**config.mk**
```make
export PLATFORM = sky130hd
export DESIGN_NAME = aes_block_out_fifo
export DESIGN_NICKNAME = d
export VERILOG_FILES = /design/src/rtl/aes_block_out_fifo.sv
export SDC_FILE = /design/constraint.sdc
export NUM_CORES = 1
export LEC_CHECK = 0
export CAP_MARGIN = 5
export CORE_ASPECT_RATIO = 0.9
export CORE_UTILIZATION = 52
export CTS_CLUSTER_SIZE = 16
export DETAILED_ROUTE_END_ITERATION = 6
export HOLD_SLACK_MARGIN = 0.15
export PLACE_DENSITY = 0.78
export SYNTH_ARGS = -nofsm -noshare
export SYNTH_HDL_FRONTEND = slang
export SYNTH_SLANG_ARGS = --single-unit
```
**constraint.sdc**
```tcl
create_clock -name clk -period 5.25 [get_ports clk]
set_clock_uncertainty 0.2 [all_clocks]
set_input_delay 0.525 -clock clk [delete_from_list [all_inputs] [get_ports clk]]
set_output_delay 0.525 -clock clk [all_outputs]
set_load 0.01 [all_outputs]
```
**src/rtl/aes_block_out_fifo.sv**
```systemverilog
// aes_block_out_fifo: holds whole ciphertext blocks from the encryptor and
// presents them to the I2C transmitter one byte at a time, MSB byte first.
module aes_block_out_fifo #(
  parameter int DEPTH   = 4,
  parameter int BLOCK_W = 128,
  parameter int BYTE_W  = 8
) (
  input  logic                             clk,
  input  logic                             rst,
  input  logic                             clear,
  input  logic                             write_enable,
  input  logic [BLOCK_W-1:0]               write_data,
  input  logic                             read_enable,
  output logic [BYTE_W-1:0]                read_data,
  output logic                             fifo_full,
  output logic                             fifo_empty,
  output logic [$clog2(DEPTH):0]           block_count,
  output logic [$clog2(BLOCK_W/BYTE_W)-1:0] byte_index,
  output logic                             overflow,
  output logic                             underflow
);

  localparam int PW  = $clog2(DEPTH) + 1;
  localparam int NB  = BLOCK_W / BYTE_W;
  localparam int BIW = $clog2(NB);
  localparam logic [BIW-1:0] LAST_BYTE = BIW'(NB - 1);

  logic [BLOCK_W-1:0] mem [DEPTH];
  logic [PW-1:0]      wptr;
  logic [PW-1:0]      rptr;
  logic [BLOCK_W-1:0] head;
  logic               wr_ok;

  // Occupancy and flags derived from the registered pointers.
  always_comb begin
    block_count = wptr - rptr;
    fifo_full   = (block_count == PW'(DEPTH));
    fifo_empty  = (block_count == '0);
    wr_ok       = write_enable && !fifo_full;
  end

  // Head byte, first-word-fall-through; forced to zero while empty.
  always_comb begin
    head      = mem[rptr[PW-2:0]];
    read_data = '0;
    if (!fifo_empty)
      read_data = head[BLOCK_W-1-BYTE_W*int'(byte_index) -: BYTE_W];
  end

  // Block storage; not reset, contents are meaningless until written.
  always_ff @(posedge clk) begin
    if (!clear && wr_ok)
      mem[wptr[PW-2:0]] <= write_data;
  end

  // Pointers, byte cursor and sticky error flags; clear outranks read/write.
  always_ff @(posedge clk or posedge rst) begin
    if (rst) begin
      wptr       <= '0;
      rptr       <= '0;
      byte_index <= '0;
      overflow   <= 1'b0;
      underflow  <= 1'b0;
    end else if (clear) begin
      wptr       <= '0;
      rptr       <= '0;
      byte_index <= '0;
      overflow   <= 1'b0;
      underflow  <= 1'b0;
    end else begin
      if (wr_ok)
        wptr <= wptr + PW'(1);
      else if (write_enable)
        overflow <= 1'b1;
      if (read_enable) begin
        if (fifo_empty) begin
          underflow <= 1'b1;
        end else if (byte_index == LAST_BYTE) begin
          byte_index <= '0;
          rptr       <= rptr + PW'(1);
        end else begin
          byte_index <= byte_index + BIW'(1);
        end
      end
    end
  end

endmodule

```
---- Word-level counts from Yosys, hierarchy flattened ----
Memory sizes are Yosys's and may differ from the RTL's.
Index checks and enable logic that the tools add are counted.
Widths: inputs -> output; s select.
operators by class
  magnitude comparators ................... 0
  equality and inequality tests ........... 4
  add/sub/neg operators ................... 5
  reductions and logical operators ........ 14
  shifts and indexed selects .............. 1
  bitwise operators ....................... 0
  multipliers ............................. 0
  divide/modulo/power cells ............... 0
  mux-type cells .......................... 19
operators by type and width
  cell                 number
  $shiftx 135x8->8     1
  $mux 3               6
  $mux 4               4
  $reduce_bool 2->1    5
  $mux 1               8
  $mux 8               1
  $sub 7x7->8 const A  1
  $add 3x1->3 const B  2
  $reduce_and 2->1     3
  $add 4x1->4 const B  1
  $eq 4x4->1 const B   1
  $ne 2x2->1 const B   2
  $eq 3x3->1 const B   1
  $logic_not 3->1      1
  $reduce_and 3->1     1
  $sub 3x3->3          1
  $logic_and 1x1->1    2
  $logic_not 1->1      2
word-level totals
  input port bits ......................... 133
  bits in latches ......................... 0
  bits in writable memories ............... 512
  memories ................................ 1
  logic and storage cells ................. 49
  register bits ........................... 12
  output and inout bits ................... 19
  ROM bits ................................ 0
memories
  name  words  bits a word  rd ports  clocked after Yosys merged registers in  wr ports  RTL line  text
  mem   4      128          1         0                                        1         28        logic [BLOCK_W-1:0] mem [DEPTH];

---- Depth between registers and ports, before layout ----
Gate-level depths: netlist (run 1).
  depth after elaboration ................. 7
  depth in mapped cells ................... 10
  gate-level depth less buffers ........... 9

---- Worst setup path before layout (run 1) ----
OpenSTA, ideal clock, no wires.
  path kind ............................... register to register
  from .................................... register wptr[0]
  to ...................................... memory mem[0][0] (enable)
  data required time ...................... 4.547 ns
  stages on the path, launching flop included .. 10
  path buffers ............................ 0
  period minus slack after synthesis ...... 5.516 ns
  path slack .............................. -0.266 ns
  setup time .............................. 0.503 ns
  data arrival time ....................... 4.813 ns
  path through ............................ dfrtp_1 inv_1 ha_1 fa_1 xnor3_1 inv_2 nand2_1 nand2_1 nor2_1 and2_1
on the way
  word-level cells in the longest chain between the ends .. 7
ends and longest elaborated chain
  element                       RTL line  text
  start, declared               29        logic [PW-1:0] wptr;
  start signal, assigned        72        wptr <= wptr + PW'(1);
  $sub 3x3->3                   36        block_count = wptr - rptr;
  via block_count[2]            17        output logic [$clog2(DEPTH):0] block_count,
  $eq 3x3->1                    37        fifo_full = (block_count == PW'(DEPTH));
  $logic_not 1->1               39        wr_ok = write_enable && !fifo_full;
  $logic_and 1x1->1             39
  $logic_and 1x1->1             52        if (!clear && wr_ok)
  $mux 1                        52
  $mux 1 (not written as such)  53        mem[wptr[PW-2:0]] <= write_data;
  end, declared                 28
The timed path passes the listed nets, and every way through them passes these cells.

---- Worst setup path after layout (run 1) ----
  from .................................... register rptr[0]
  to ...................................... output read_data[1]
on the way
  word-level cells in the longest chain between the ends .. 3
  elaborated cells between the ends (all ways) .. 5
  those cells by class .................... add/sub: 1; shift: 1; mux: 1; reduce/logical: 1; memory: 1
ends and longest elaborated chain
  element                                              RTL line  text
  start, declared                                      30        logic [PW-1:0] rptr;
  start signal, assigned                               80        rptr <= rptr + PW'(1);
  $mem_v2 4x128 or $sub 3x3->3 (tied branches)         -
  $shiftx 135x8->8 or $logic_not 3->1 (tied branches)  47, 38
  $mux 8 (*)                                           46        if (!fifo_empty)
  end, declared                                        14        output logic [BYTE_W-1:0] read_data,
Mark *: on every way between the ends. The rest lies on a longest branch, timed or not.

==> results of run 1 <==
-- cells in the mapped netlist, drive strengths merged --
cell type | instances | area share (%)
edfxtp | 512 | 76
mux4 | 96 | 11
mux2i | 67 | 3.3
buf | 33 | 1.4
a211oi | 32 | 1.2
a22oi | 21 | 0.78
clkbuf | 19 | 0.36
o221ai | 16 | 0.69
o22ai | 16 | 0.50
nand2 | 15 | 0.28
a21oi | 14 | 0.35
nor2 | 14 | 0.26
dfrtp | 12 | 1.5
a22o | 11 | 0.48
ha | 7 | 0.43
inv | 7 | 0.13
a211o | 6 | 0.26
and2 | 6 | 0.19
a21o | 5 | 0.19
nand3 | 4 | 0.099
xor2 | 4 | 0.17
nand3b | 2 | 0.074
nor2b | 2 | 0.062
a21boi | 1 | 0.056
and3 | 1 | 0.031
fa | 1 | 0.099
nand4b | 1 | 0.043
o211ai | 1 | 0.037
o21ai | 1 | 0.025
or2 | 1 | 0.031
or3b | 1 | 0.043
xnor2 | 1 | 0.043
xnor3 | 1 | 0.11
-- registers in the layout, summed over array words and instances (netlist names) --
name and flops:
mem 512, rptr 3, underflow 1, overflow 1, byte_index 4, wptr 3
-- critical path, delay by kind of cell, from the launching register on --
kind	cells	cell delay, ns
flops	1	0.43
mux	1	0.58
simple gates	1	0.10
compound gates	3	0.73
buf+inv	3	1.47
-- routing by layer --
| metal | GRT usage [%] | up-vias |
|---|---|---|
| met5 | 0 | - |
| met4 | 5.45 | 0 |
| met3 | 3.45 | 54 |
| met2 | 35.4 | 428 |
| met1 | 32.2 | 5253 |
| li1 | - | 4286 |
-- area by class of cell --
| cell class | instances | area share, % |
|---|---|---|
| multi-input combinational | 348 | 17.5 |
| timing repair buffer | 177 | 7.56 |
| inverter | 7 | 0.111 |
| clock inverter | 26 | 0.869 |
| clock buffer | 61 | 5.35 |
| antenna | 1 | 0.0105 |
| sequential | 524 | 66.0 |
| tap | 490 | 2.58 |
-- logic make-up after synthesis --
group / after synthesis / share of synthesized area (%)
DFF: 524 / 77.6
muxes: 163 / 14.0
AOI/OAI and AO/OA: 124 / 4.54
buffers and inverters: 59 / 1.88
and+or+nand+nor: 47 / 1.11
adders and majority gates: 8 / 0.532
xor gates and xnor gates: 6 / 0.328
-- metrics by stage --
step	cell area (um^2)	utilization, %	hold slack, ns
after floorplan	20200	-	0.190
after global placement	22300	58.2	0.279
after detailed placement	22300	58.2	0.320
after CTS	23800	62.1	0.335
after global routing	23800	62.1	0.357
final	23800	62.1	0.315
-- worst max path at each step --
| stage | startpoint | endpoint | slack [ns] | cells after the start |
|---|---|---|---|---|
| 2_1_floorplan | wptr[0]$_DFFE_PP0P_ | mem[0][0]$_DFFE_PP_ | 1.17 | 9 |
| 3_5_place_dp | rptr[0]$_DFFE_PP0P_ | read_data[4] | 1.10 | 8 |
| 5_1_grt | rptr[0]$_DFFE_PP0P_ | read_data[1] | 0.34 | 8 |
| 3_3_place_gp | rptr[0]$_DFFE_PP0P_ | read_data[7] | 1.11 | 8 |
| 6_report | rptr[0]$_DFFE_PP0P_ | read_data[1] | 0.52 | 8 |
| 4_1_cts | rptr[0]$_DFFE_PP0P_ | read_data[1] | 0.49 | 8 |
-- repair_timing --
item,4_1_cts,5_1_grt
hold buffers,1,0
endpoints found under the hold margin,12,0
resized for setup,0,0
setup buffers,0,0
-- power groups by stage --
stage	clock network, mW	logic (mW)	registers (mW)
2_1_floorplan	0	0.177	4.83
3_3_place_gp	0	0.439	4.82
3_5_place_dp	0	0.448	4.83
4_1_cts	3.36	0.453	4.74
5_1_grt	3.52	0.478	4.75
6_report	3.31	0.451	4.74
==> metrics.md, run 1 <==
| Metric | Value |
|---|---|
| Run status | complete, no violations |
| Die height | 189 um |
| Final critical-path share of the clock period | 90.0% |
| Pin count of the biggest net entering global routing | 129 |
| Most common cell after layout, fill and taps aside | edfxtp_1 |
| Routed len/inst | 26.4 um |
| DRC | 0 |
| Met3 wire length | 3070 um |
| Met2 wire len | 21300 um |
| Die area | 39700 um^2 |
| Least-Margin Pin Slew | 1.03 ns |
| Num CTS Buffers | 49 |
| Count of state elements after synthesis | 524 |
| Post-synthesis cell type count | 40 |
| Sequential power share | 55.8% |
| Layout area overhead | 17.6% |
| Fillers | 2577 |
| # clock sinks | 524 |
| Critical path type | reg -> out |
| Total of max-cap violations | 0 |
| PD cells | 358 nW/um^2 |
| Post-synthesis instance total | 931 |
| DRT Pass-1 Iters | 5 |
| Internal power | 6.78 mW |
| Worst-path cell chain | buf_12 > buf_4 > mux4_2 > a22o_1 > a211oi_1 > a211o_1 > nand2_1 > clkdlybuf4s50_1 |
| Slowest Stage Delay on Critical Path | 0.60 ns |
| Leak pwr | 7.42 nW |
| FF-to-FF path depth | 8 |
| Vias/cell | 6.13 |
| Hold endpoint | overflow$_DFFE_PP0P_ |
| DP Worst Slack | 1.10 ns |
| DRT antenna net count | 0 |
| Setup tns final | 0 ns |
| Slowest cell on crit path | buf_4 |
| Comb pwr share | 5.3% |
| Power share of the clock group | 38.9% |
| Reg clk slew, reported paths | 0.06 ns |
| WL final | 43100 um |
| Final HPWL DP | 26200 um |
| Initial Util | 52.8% |
| F_max | 212 MHz |
| Rows | 68 |
| Fin nets | 1248 |
| Final setup fails | 0 |
| Pwr Total | 8.51 mW |
| Crit path time final | 4.73 ns |
| CP startpoint kind | flip-flop |
| H-tree depth | 2 |
| Clock tree buffer depth | 3 |
| # placed instances | 1545 |
| Final hold vios | 0 |
| Sequential area share after synthesis | 77.6% |
| M1 WL | 18000 um |
| Core Footprint | 38300 um^2 |
| Storage cell area | 15700 um^2 |
| Crit path arrival time | 4.00 ns |
| Number of global-route vias before repair | 10300 |
| Most frequent cells in the layout | edfxtp_1, clkdlybuf4s50_1, mux4_2 |
| Root Driver | clkbuf_16 |
| Crit end category | output port |
| Setup slack, reg-to-reg | 1.49 ns |
| Slew margin rel. | 31.1% |
| Remaining global-route overflow | 0 |
| Largest fanout on the critical path | 66 |
| Unrepaired setup endpoints after global routing | false |
| GPL Wtd Cong | 0.746 |
| Worst-Skew Late Latency | 0.55 ns |
| RR Endpoint | mem[0][38]$_DFFE_PP_ |
| Hold crit path type | reg -> reg |
| CTS tree | built |
| IO Count | 152 |
| Highest routed layer | met4 |
| Starting DRT DRC Count | 1095 |
| PortBufs | 151 |
| YS warnings | 0 |
| Launching point of the worst reg2reg path | rptr[1]$_DFFE_PP0P_ |
| Worst VDD drop | 0.269 mV |
| Switching power | 1.73 mW |
| Final setup margin | 0.523 ns |
| Mapped cell area | 20200 um^2 |
| Total number of vias | 10000 |
| Area of the multi-input gates | 4170 um^2 |
| Initial antenna violation count | 0 |
| Hold Path Depth | 2 |
| Layout Cells excl Fill | 1634 |
| Sw frac | 20.4% |
| Min-Delay Startpoint | overflow$_DFFE_PP0P_ |
| Syn_nets | 1072 |
| Tot GR Track Use | 22.1% |
| Layout cells sized above 1 | 16.9% |
| Max-slew violations | 0 |
| Avg Inst Size Synth | 21.7 um^2 |
| First-pass GRT wire length | 64000 um |
| Required @ worst endpoint | 4.53 ns |
| Die width | 210 um |
(Power assumes the default switching activity.)
==> inputs of run 2 (changes only) <==
- CORE_UTILIZATION: 52 -> 55
- DONT_BUFFER_PORTS: not set -> 1
- HOLD_SLACK_MARGIN: 0.15 -> 0.02
- PLACE_DENSITY: 0.78 -> 0.76
==> run 2 against run 1 <==
Effect of this change: utilization is 3.0 points higher; critical path type unchanged; sequential power barely moved; largest power group unchanged; sequential cell count unchanged; design area decreased by 0.94%; setup slack better by 0.44 ns; first-iteration DRC count fell by 22%; worst hold slack lost 0.16 ns; register-to-register slack worse by 0.04 ns.
==> metrics.md, run 2 (synthesis gave the netlist of run 1 again) <==
| Metric | Value |
|---|---|
| Run status | complete, no violations (unchanged) |
| Critical path type | reg -> out (unchanged) |
| Least-Margin Pin Slew | 1.09 ns (was 1.03 ns) |
| Worst VDD drop | 0.336 mV (was 0.269 mV) |
| Most common cell after layout, fill and taps aside | edfxtp_1 (unchanged) |
| Layout cells sized above 1 | 16.7% (was 16.9%) |
| Starting DRT DRC Count | 855 (was 1095) |
| # clock sinks | 524 (unchanged) |
| First-pass GRT wire length | 63200 um (was 64000 um) |
| Slowest cell on crit path | or2_0 (was buf_4) |
| H-tree depth | 2 (unchanged) |
| Crit path arrival time | 3.56 ns (was 4.00 ns) |
| Die height | 184 um (was 189 um) |
| Worst path bufs/invs | 2 (was 3) |
| CP startpoint kind | flip-flop (unchanged) |
| Sequential power share | 56.2% (was 55.8%) |
| Routed len/inst | 26.6 um (was 26.4 um) |
| Initial Util | 55.9% (was 52.8%) |
| Rows | 66 (was 68) |
| Post-CTS Resized | 0 (unchanged) |
| Initial antenna violation count | 7 (was 0) |
| Die width | 204 um (was 210 um) |
| Final critical-path share of the clock period | 81.6% (was 90.0%) |
| Crit path time final | 4.28 ns (was 4.73 ns) |
| Reg clk slew, reported paths | 0.07 ns (was 0.06 ns) |
| PD cells | 358 nW/um^2 (about the same) |
| Placed Area | 20700 um^2 (was 22300 um^2) |
| Slowest Stage Delay on Critical Path | 0.62 ns (was 0.60 ns) |
| Num CTS Buffers | 49 (unchanged) |
| Fin nets | 1222 (was 1248) |
| Final setup fails | 0 (unchanged) |
| Core Footprint | 36200 um^2 (was 38300 um^2) |
| DRT antenna net count | 0 (unchanged) |
| Power share of the clock group | 39.0% (was 38.9%) |
| Pin count of the biggest net entering global routing | 104 (was 129) |
| Required @ worst endpoint | 4.53 ns (about the same) |
| Worst hold margin | 0.153 ns (was 0.315 ns) |
| Most frequent cells in the layout | edfxtp_1, dlygate4sd3_1, mux4_2 (was edfxtp_1, clkdlybuf4s50_1, mux4_2) |
| Slew margin rel. | 27.4% (was 31.1%) |
| Hold crit path type | in -> reg (was reg -> reg) |
| WL final | 42600 um (was 43100 um) |
| Final hold vios | 0 (unchanged) |
| Comb pwr share | 4.8% (was 5.3%) |
| Vias/cell | 6.11 (was 6.13) |
| Max FFs per register | 512 (unchanged) |
| Max-slew violations | 0 (unchanged) |
| Total number of vias | 9778 (was 10000) |
| Sw frac | 20.7% (was 20.4%) |
| Tot GR Track Use | 23.2% (was 22.1%) |
| Crit end category | output port (unchanged) |
| Total of max-cap violations | 0 (unchanged) |
| Worst-Skew Late Latency | 0.56 ns (was 0.55 ns) |
| Leak pwr | 7.36 nW (was 7.42 nW) |
| IO Count | 152 (unchanged) |
| Remaining global-route overflow | 0 (unchanged) |
| Internal power | 6.69 mW (was 6.78 mW) |
| GPL Wtd Cong | 0.780 (was 0.746) |
| Root Driver | clkbuf_16 (unchanged) |
| DRT Pass-1 Iters | 5 (unchanged) |
| Setup tns final | 0 ns (unchanged) |
| Setup slack, reg-to-reg | 1.45 ns (was 1.49 ns) |
| Clock tree buffer depth | 3 (unchanged) |
| Unrepaired setup endpoints after global routing | false (unchanged) |
| Final HPWL DP | 25800 um (was 26200 um) |
| F_max | 234 MHz (was 212 MHz) |
| Largest fanout on the critical path | 8 (was 66) |
| CTS tree | built (unchanged) |
| Final instance area | 23500 um^2 (was 23800 um^2) |
| Die area | 37500 um^2 (was 39700 um^2) |
| DRC | 0 (unchanged) |
| Switching power | 1.75 mW (was 1.73 mW) |
| Number of global-route vias before repair | 10100 (was 10300) |
| PortBufs | 0 (was 151) |
| CP delay by family, top | simple AND/OR/NAND/NOR gates (was buffers and inverters) |
| Worst-path cell chain | inv_1 > ha_1 > fa_1 > xnor3_1 > inv_2 > nor2_1 > or2_0 > a211oi_1 > a21o_1 (was buf_12 > buf_4 > mux4_2 > a22o_1 > a211oi_1 > a211o_1 > nand2_1 > clkdlybuf4s50_1) |
| Layout area overhead | 16.5% (was 17.6%) |
-- run 2: path summary, 6_finish.rpt --
check,end,cells past startpoint,start
setup / recovery,read_data[4],9,wptr[0]$_DFFE_PP0P_
hold / removal,byte_index[3]$_DFFE_PP0P_,3,read_enable
setup reg to reg,mem[1][92]$_DFFE_PP_,10,wptr[0]$_DFFE_PP0P_
hold reg to reg,rptr[2]$_DFFE_PP0P_,2,rptr[2]$_DFFE_PP0P_
max in group asynchronous,rptr[0]$_DFFE_PP0P_,2,rst
min in group asynchronous,underflow$_DFFE_PP0P_,2,rst
-- run 2: power groups by stage --
stage	Clock, mW	Sequential [mW]	Combinational, mW
3_3_place_gp	0	4.83	0.275
6_report	3.29	4.74	0.404
5_1_grt	3.48	4.75	0.432
3_5_place_dp	0	4.84	0.278
4_1_cts	3.33	4.75	0.406
2_1_floorplan	0	4.83	0.177
-- run 2: metrics by stage --
stage	total power [mW]	utilization, %	std cells	setup slack [ns]
floorplan	5.00	-	931	1.17
global route	8.66	65.1	1597	0.786
CTS	8.48	65.1	1596	0.972
finish	8.44	65.1	1601	0.968
detailed placement	5.11	57.4	1374	1.48
global placement	5.10	57.4	1374	1.55
-- run 2: repair_timing --
item                       in CTS  in global routing
setup endpoints to repair       0                  0
hold buffers                  132                  0
setup buffers                   0                  0
hold endpoints to repair      536                  0
-- run 2: routing by layer --
| layer | wire [um] | track usage [%] | vias up |
|---|---|---|---|
| li1 | - | - | 4245 |
| met1 | 17900 | 32.9 | 5109 |
| met2 | 20700 | 36.7 | 370 |
| met3 | 3330 | 5.76 | 50 |
| met4 | 665 | 5.31 | 4 |
| met5 | 22 | 0 | - |
-- run 2: cell type report --
cell class / count / area (um^2)
diodes: 5 / 12.5
clock buffers: 63 / 1280
multi-input cells: 348 / 4180
clock inverters: 27 / 181
flip-flops and latches: 524 / 15700
repair buffers: 151 / 1590
inverters: 7 / 26.3
well taps: 476 / 596
fillers: 2331 / 12600
-- run 2: worst register-to-register path, cell delays in order, from the launching register on --
cell and delay [ns]:
dfrtp_1 0.40, inv_1 0.12, ha_1 0.23, fa_1 0.40, xnor3_1 0.45, inv_2 0.09
nand2_1 0.13, nand2_1 0.12, nor2_1 0.25, and2_4 0.69, buf_12 0.37
